===== config.mk =====
export PLATFORM = sky130hd
export DESIGN_NAME = scr1_axil_mem_arbiter
export DESIGN_NICKNAME = d
export VERILOG_FILES = /design/src/rtl/scr1_axil_mem_arbiter.sv
export SDC_FILE = /design/constraint.sdc
export NUM_CORES = 1
export LEC_CHECK = 0
export CORE_AREA = 2 2 156 158
export DETAILED_ROUTE_END_ITERATION = 8
export DIE_AREA = 0 0 158 160
export SLEW_MARGIN = 20
export SYNTH_ARGS = -nofsm -noshare
export SYNTH_HDL_FRONTEND = slang
export SYNTH_SLANG_ARGS = --single-unit

===== constraint.sdc =====
create_clock -name clk -period 1.9 [get_ports clk]
set_clock_uncertainty 0.2 [all_clocks]
set_input_delay 0.285 -clock clk [delete_from_list [all_inputs] [get_ports clk]]
set_output_delay 0.285 -clock clk [all_outputs]
set_load 0.05 [all_outputs]

===== src/rtl/scr1_axil_mem_arbiter.sv =====
// rtl/scr1_axil_mem_arbiter.sv - N-master to 1-slave AXI4-Lite arbiter for the SCR1 memory port
// Ports:
//   clk, rst_n            core clock, asynchronous active-low reset
//   m_ar_* / m_r_*        per-master read address and read data channels (packed, master i at slice i)
//   m_aw_* / m_w_* / m_b_* per-master write address, write data and write response channels
//   s_ar_* / s_r_*        shared slave-side read channels
//   s_aw_* / s_w_* / s_b_* shared slave-side write channels
module scr1_axil_mem_arbiter #(
  parameter int NUM_M    = 2,
  parameter int ADDR_W   = 32,
  parameter int DATA_W   = 32,
  parameter int ARB_MODE = 0
) (
  input  logic                      clk,
  input  logic                      rst_n,
  input  logic [NUM_M*ADDR_W-1:0]   m_ar_addr,
  input  logic [NUM_M-1:0]          m_ar_valid,
  output logic [NUM_M-1:0]          m_ar_ready,
  output logic [DATA_W-1:0]         m_r_data,
  output logic [1:0]                m_r_resp,
  output logic [NUM_M-1:0]          m_r_valid,
  input  logic [NUM_M-1:0]          m_r_ready,
  input  logic [NUM_M*ADDR_W-1:0]   m_aw_addr,
  input  logic [NUM_M-1:0]          m_aw_valid,
  output logic [NUM_M-1:0]          m_aw_ready,
  input  logic [NUM_M*DATA_W-1:0]   m_w_data,
  input  logic [NUM_M*DATA_W/8-1:0] m_w_strb,
  input  logic [NUM_M-1:0]          m_w_valid,
  output logic [NUM_M-1:0]          m_w_ready,
  output logic [1:0]                m_b_resp,
  output logic [NUM_M-1:0]          m_b_valid,
  input  logic [NUM_M-1:0]          m_b_ready,
  output logic [ADDR_W-1:0]         s_ar_addr,
  output logic                      s_ar_valid,
  input  logic                      s_ar_ready,
  input  logic [DATA_W-1:0]         s_r_data,
  input  logic [1:0]                s_r_resp,
  input  logic                      s_r_valid,
  output logic                      s_r_ready,
  output logic [ADDR_W-1:0]         s_aw_addr,
  output logic                      s_aw_valid,
  input  logic                      s_aw_ready,
  output logic [DATA_W-1:0]         s_w_data,
  output logic [DATA_W/8-1:0]       s_w_strb,
  output logic                      s_w_valid,
  input  logic                      s_w_ready,
  input  logic [1:0]                s_b_resp,
  input  logic                      s_b_valid,
  output logic                      s_b_ready
);

  localparam int IDX_W  = (NUM_M > 1) ? $clog2(NUM_M) : 1;
  localparam int STRB_W = DATA_W / 8;

  typedef enum logic [1:0] {RD_IDLE, RD_AR, RD_R} rd_state_t;
  typedef enum logic [1:0] {WR_IDLE, WR_AW_W, WR_B} wr_state_t;

  // Wrap by compare so non-power-of-2 master counts cycle correctly.
  function automatic logic [IDX_W-1:0] next_idx(input logic [IDX_W-1:0] idx);
    return (idx == IDX_W'(NUM_M - 1)) ? '0 : idx + 1'b1;
  endfunction

  // Fixed priority scans from 0; round-robin scans from the pointer, wrapping.
  function automatic logic [IDX_W-1:0] pick(input logic [NUM_M-1:0] req,
                                            input logic [IDX_W-1:0] ptr);
    logic [IDX_W-1:0] idx;
    logic [IDX_W-1:0] res;
    logic             found;
    res   = '0;
    found = 1'b0;
    idx   = (ARB_MODE == 1) ? ptr : '0;
    for (int k = 0; k < NUM_M; k++) begin
      if (!found && req[idx]) begin
        res   = idx;
        found = 1'b1;
      end
      idx = next_idx(idx);
    end
    return res;
  endfunction

  // ---------------- read path ----------------
  rd_state_t         rd_state, rd_state_nxt;
  logic [IDX_W-1:0]  rd_grant, rd_ptr, rd_win;
  logic [ADDR_W-1:0] rd_addr;

  assign rd_win = pick(m_ar_valid, rd_ptr);

  always_ff @(posedge clk or negedge rst_n) begin
    if (!rst_n) begin
      rd_state <= RD_IDLE;
      rd_grant <= '0;
      rd_ptr   <= '0;
      rd_addr  <= '0;
    end else begin
      rd_state <= rd_state_nxt;
      if (rd_state == RD_IDLE && |m_ar_valid) begin
        rd_grant <= rd_win;
        rd_addr  <= m_ar_addr[rd_win*ADDR_W +: ADDR_W];
      end
      if (ARB_MODE == 1 && rd_state == RD_R && s_r_valid && s_r_ready)
        rd_ptr <= next_idx(rd_grant);
    end
  end

  always_comb begin
    rd_state_nxt = rd_state;
    m_ar_ready   = '0;
    m_r_valid    = '0;
    m_r_data     = '0;
    m_r_resp     = '0;
    s_ar_valid   = 1'b0;
    s_ar_addr    = '0;
    s_r_ready    = 1'b0;
    case (rd_state)
      RD_IDLE: if (|m_ar_valid) rd_state_nxt = RD_AR;
      RD_AR: begin
        s_ar_valid = 1'b1;
        s_ar_addr  = rd_addr;
        // Master handshake completes together with the slave handshake.
        if (s_ar_ready) begin
          m_ar_ready[rd_grant] = 1'b1;
          rd_state_nxt         = RD_R;
        end
      end
      RD_R: begin
        s_r_ready           = m_r_ready[rd_grant];
        m_r_valid[rd_grant] = s_r_valid;
        m_r_data            = s_r_data;
        m_r_resp            = s_r_resp;
        if (s_r_valid && m_r_ready[rd_grant]) rd_state_nxt = RD_IDLE;
      end
      default: rd_state_nxt = RD_IDLE;
    endcase
  end

  // ---------------- write path ----------------
  wr_state_t         wr_state, wr_state_nxt;
  logic [IDX_W-1:0]  wr_grant, wr_ptr, wr_win;
  logic [ADDR_W-1:0] wr_addr;
  logic              aw_done, w_done, aw_fin, w_fin;

  assign wr_win = pick(m_aw_valid, wr_ptr);

  always_ff @(posedge clk or negedge rst_n) begin
    if (!rst_n) begin
      wr_state <= WR_IDLE;
      wr_grant <= '0;
      wr_ptr   <= '0;
      wr_addr  <= '0;
      aw_done  <= 1'b0;
      w_done   <= 1'b0;
    end else begin
      wr_state <= wr_state_nxt;
      if (wr_state == WR_IDLE && |m_aw_valid) begin
        wr_grant <= wr_win;
        wr_addr  <= m_aw_addr[wr_win*ADDR_W +: ADDR_W];
        aw_done  <= 1'b0;
        w_done   <= 1'b0;
      end
      if (wr_state == WR_AW_W) begin
        aw_done <= aw_fin;
        w_done  <= w_fin;
      end
      if (ARB_MODE == 1 && wr_state == WR_B && s_b_valid && s_b_ready)
        wr_ptr <= next_idx(wr_grant);
    end
  end

  always_comb begin
    wr_state_nxt = wr_state;
    m_aw_ready   = '0;
    m_w_ready    = '0;
    m_b_valid    = '0;
    m_b_resp     = '0;
    s_aw_valid   = 1'b0;
    s_aw_addr    = '0;
    s_w_valid    = 1'b0;
    s_w_data     = '0;
    s_w_strb     = '0;
    s_b_ready    = 1'b0;
    aw_fin       = aw_done;
    w_fin        = w_done;
    case (wr_state)
      WR_IDLE: if (|m_aw_valid) wr_state_nxt = WR_AW_W;
      WR_AW_W: begin
        // AW and W complete independently; each side is masked once done.
        s_aw_valid           = !aw_done;
        s_aw_addr            = wr_addr;
        m_aw_ready[wr_grant] = !aw_done && s_aw_ready;
        s_w_valid            = !w_done && m_w_valid[wr_grant];
        s_w_data             = m_w_data[wr_grant*DATA_W +: DATA_W];
        s_w_strb             = m_w_strb[wr_grant*STRB_W +: STRB_W];
        m_w_ready[wr_grant]  = !w_done && s_w_ready;
        aw_fin               = aw_done || (s_aw_valid && s_aw_ready);
        w_fin                = w_done || (s_w_valid && s_w_ready);
        if (aw_fin && w_fin) wr_state_nxt = WR_B;
      end
      WR_B: begin
        s_b_ready           = m_b_ready[wr_grant];
        m_b_valid[wr_grant] = s_b_valid;
        m_b_resp            = s_b_resp;
        if (s_b_valid && m_b_ready[wr_grant]) wr_state_nxt = WR_IDLE;
      end
      default: wr_state_nxt = WR_IDLE;
    endcase
  end

endmodule


## Yosys cells after proc, flatten, opt, wreduce, memory -nomap -nowiden

Index checks and enable logic that the tools add are counted.

| storage, ports and cells | value |
|---|---|
| bits in writable memories | 0 |
| ROM bits | 0 |
| memories | 0 |
| logic and storage cells | 99 |
| register bits | 72 |
| bits in latches | 0 |
| output and inout bits | 151 |

| cells by class | value |
|---|---|
| add/sub/neg operators | 0 |
| eq/ne operators | 10 |
| shifts and indexed selects | 4 |
| bitwise logic cells | 4 |
| divide/modulo/power cells | 0 |
| multiply operators | 0 |
| reduce and logical (&&, ||, !) cells | 26 |
| order comparisons | 4 |
| muxes and demuxes | 43 |

Operator list:

| kind | number |
|---|---|
| 64-bit by 7-bit indexed part select with 32-bit output | 3 |
| 32-bit 2-to-1 mux | 4 |
| 2-bit 2-to-1 mux | 14 |
| 1-bit 2-to-1 mux | 20 |
| 1-bit logical AND | 13 |
| 2-bit case mux with 3 select lines | 2 |
| 2-bit bitwise AND | 4 |
| 8-bit by 4-bit indexed part select with 4-bit output | 1 |
| 2-bit by 1-bit inequality test with 1-bit output, second input constant | 3 |
| 2-bit inequality test, second input constant | 3 |
| 3-bit AND reduction | 2 |
| 2-bit by 1-bit == test with 1-bit output, second input constant | 2 |
| 2-bit == test, second input constant | 2 |
| 1-bit logical NOT | 4 |
| 2-bit logical NOT | 2 |
| 1-bit by 2-bit < comparator with 1-bit output, second input constant | 2 |
| 4-bit 2-to-1 mux | 1 |
| 2-bit OR reduction | 2 |
| 1-bit demux with 1-bit select | 2 |
| 1-bit >= comparator, second input constant | 2 |
| 1-bit logical OR | 2 |
| 2-bit nonzero test | 1 |

## Logic depth before layout (Yosys ltp)

| logic depth | value |
|---|---|
| depth after elaboration | 8 |
| gate-level depth with buffers | 5 |

## Worst setup path before layout

Ideal clock, no wire load.

| timing | value |
|---|---|
| kind | register to output |
| from | reg wr_state[1] |
| to | out m_w_ready[0] |
| buffers on the path | 2 |
| arrival | 2.497 ns |
| cell stages (with the launch flop) | 5 |
| slack | -1.082 ns |
| cell sequence | dfrtp_1 nand2b_1 clkbuf_1 clkbuf_1 nor4b_1 |

| on the way | value |
|---|---|
| longest elaborated chain between the ends | 2 |

RTL lines:

| what | line | RTL |
|---|---|---|
| start: declaration | 138 | `wr_state_t wr_state, wr_state_nxt;` |
| start signal: assignment | 154 | `wr_state <= wr_state_nxt;` |
| 2-bit by 1-bit == test with 1-bit output | 184 | `case (wr_state)` |
| 2-bit 2-to-1 mux | 184 |  |
| end: declaration | 29 | `output logic [NUM_M-1:0] m_w_ready,` |

Every way passes these cells.

## Final worst setup path

| timing | value |
|---|---|
| from | reg wr_grant |
| to | out s_w_data[1] |

| on the way | value |
|---|---|
| longest elaborated chain between the ends | 2 |

RTL lines:

| what | line | RTL |
|---|---|---|
| start: declaration | 139 | `logic [IDX_W-1:0] wr_grant, wr_ptr, wr_win;` |
| start signal: assignment | 156 | `wr_grant <= wr_win;` |
| 64-bit by 7-bit indexed part select with 32-bit output | 192 | `s_w_data = m_w_data[wr_grant*DATA_W +: DATA_W];` |
| 32-bit 2-to-1 mux | 184 |  |
| end: declaration | 43 | `output logic [DATA_W-1:0] s_w_data,` |

Every way passes these cells.

==> metrics.md <==
| Metric | Value |
|---|---|
| Die Width | `158 um` |
| Total global-route track usage | `17.2%` |
| GP Congestion | `0.790` |
| Pwr/cell area | `1830 nW/um^2` |
| Main flop type after synthesis | `dfrtp_1` |
| Final Hold Viols | `0` |
| HPWL after DPL | `18.1 mm` |
| Worst Tran Pin Value | `0.316 ns` |
| Post-place setup slack | `-0.275 ns` |
| Post-Syn Instances | `460` |
| Vias in the first global route | `5467` |
| Fillers | `2050` |
| Placement Rows | `57` |
| Root Buffer | `clkbuf_16` |
| Final setup vio count | `143` |
| Top post-synthesis cells by area | `dfrtp_1 33%, mux2_4 33%, and2_1 12%` |
| Violated checks | `negative setup slack` |
| Post-route ant nets | `0` |
| CTS H-tree depth | `3` |
| Drt pass-1 iters | `4` |
| Mean number of vias per cell | `4.18` |
| Final core occ | `53.5%` |
| Area leader, netlist | `dfrtp_1` |
| Synthesized area | `5410 sq um` |
| Fin crit share | `115%` |
| # port buffers | `403` |
| Top-count cell post-synth | `mux2_4` |
| Multi-input gate area | `4010 sq um` |
| Full die area | `25300 sq um` |
| Rel. slew slack | `78.4%` |
| Starting Density | `22.7%` |
| Fraction of layout cells with a size suffix above 1 | `57.8%` |
| Post-synth EDFFs | `0` |
| I/O pin cnt | `404` |
| Antenna violations before repair | `4` |
| Area Overhead vs Synth | `136%` |
| Max Cap Viol | `0` |
| Minimum clock period | `2.18 ns` |
| Setup ws final | `-0.280 ns` |
| FF+latch count, synth | `72` |
| Post-DP Area | `11600 sq um` |
| Area fraction of the dominant cell type after synthesis | `33.3%` |
| WP buf/inv | `2` |
| Pin count of the biggest net entering global routing | `43` |
| CORE AREA | `23800 sq um` |
| Max Freq | `459 MHz` |
| Status | `finished with violations` |
| FF+latch area | `1800 sq um` |
| Num CTS Buffers | `9` |
| Max Slew Vio Count | `0` |
| WL final | `23.0 mm` |
| Clock tree sinks | `72` |
| Total gr overflow | `0` |
| Clock Path Buffers | `2` |
| CP Data Required Time | `1.41 ns` |
| Syn Nets | `713` |
| Critical path launch point type | `flip-flop` |
| Placed insts | `1183` |
| Final net count | `1138` |
| Hold WC Path Type | `input port to asynchronous set/reset pin` |
| Crit-path max cell delay | `0.54 ns` |
| DIE HEIGHT | `160 um` |
| Residual DRC count | `0` |
| Via count | `5083` |
| Kind of critical path | `flip-flop to output port` |
| Crit-path cells | `clkbuf_16, mux2i_2, nor2_4, buf_12` |
| Arrival @ worst endpoint | `1.69 ns` |
| CTS tree | `built` |
| Yosys warns | `0` |
| Unrepaired setup endpoints after global routing | `true` |
| Skew-Pair Late Insertion Delay | `0.34 ns` |
| Worst hold margin | `0.158 ns` |
| Crit-path slowest cell | `dfrtp_2` |
| VDD IR max | `1.03 mV` |
| First-pass GRT wire length | `32.5 mm` |
| Asr flop ratio synth | `100%` |
| Overall power | `23.4 mW` |
| Syn_area_per_cell | `11.8 sq um` |
| Post-synthesis sequential area ratio | `33.3%` |
| Commonest cells in the netlist | `120 x mux2_4, 100 x and2_1, 72 x dfrtp_1` |
| Worst-path clk slew | `0.06 ns` |
| Kind of end point of the critical path | `output port` |
| Crit path max-delay family | `flip-flops` |
| Initial drt markers | `147` |
| Post-Layout Cell Count | `1216` |
| Drt wl/cell | `18.9 um` |
| Leakage | `5.42 nW` |
| Crit-path max FO | `8` |
| Final instance area | `12700 sq um` |
| Synth cell types | `27` |
| Setup TNS | `-16.55 ns` |
where the power goes:
group / leakage (nW) / total, mW / switching [mW] / internal, mW
combinational: 4.42 / 18.5 / 8.87 / 9.68
clock: 0.156 / 1.88 / 0.723 / 1.15
sequential: 0.847 / 2.93 / 0.593 / 2.34
worst paths after layout:
| path | start | to | slack (ns) | depth (start not counted) |
|---|---|---|---|---|
| setup / recovery | wr_grant | s_w_data[1] | -0.28 | 4 |
| hold / removal | rst_n | rd_addr[12] | 0.16 | 2 |
| setup reg to reg | wr_grant | wr_state[1] | 0.06 | 5 |
| hold reg to reg | rd_addr[26] | rd_addr[26] | 0.30 | 1 |
| max in group asynchronous | rst_n | wr_addr[25] | 0.81 | 3 |
| min in group clk | rd_addr[26] | rd_addr[26] | 0.30 | 1 |
repair_timing:
item | 4_1_cts | 5_1_grt
gates resized for setup | 107 | 85
pin swaps | 14 | 34
hold endpoints to repair | 72 | 0
hold buffers | 1 | 0
endpoints found under the setup margin | 145 | 160
buffers inserted | 6 | 1
cloned | 5 | 4
flip-flops by register name, summed over array words and instances (netlist names):
| register | count |
|---|---|
| w_done | 1 |
| aw_done | 1 |
| rd_grant | 1 |
| wr_addr | 32 |
| wr_state | 2 |
| rd_addr | 32 |
| wr_grant | 1 |
| rd_state | 2 |
cell usage in the layout, fill, tap and decap left out, types with 2 or more instances in the layout:
cell type          n
nor2_1             6
nor4b_4            2
nor2b_4            6
mux2i_1           13
and3_4             3
mux2i_2           12
buf_6              9
clkinv_2           2
nand2_1            3
clkbuf_16         12
mux2_2             8
nor2_2            27
and2_1            13
clkdlybuf4s50_1  251
bufinv_16          2
mux2_4           120
and2_4            85
buf_12           163
a21oi_1            7
buf_4             23
mux2i_4           14
and2_2             2
dfrtp_1           71
diode_2            2
inv_1              3
nor2_4            10
nor2b_2            2
metal layers:
metal  vias to the layer above  global-route usage (%)  part of all wire, %
li1                       2407                       -                    -
met1                      2398                    16.9                   33
met2                       252                    31.8                   52
met3                        22                    8.85                   13
met4                         4                    3.69                  1.7
met5                         -                       0                0.061
cell families after synthesis:
kind of cell | Yosys count | synth area share [%]
compound gates | 14 | 1.57
buf+inv | 41 | 5.69
flops | 72 | 33.3
mux | 167 | 42.2
simple gates | 166 | 17.2
area by class of cell:
cell class / instances / area share [%]
sequential: 72 / 14.2
multi-input combinational: 347 / 31.5
tap: 324 / 3.18
inverter: 3 / 0.0884
timing repair buffer: 452 / 48.6
clock buffer: 9 / 1.77
clock inverter: 7 / 0.747
antenna: 2 / 0.0393
(Power assumes the default switching activity.)
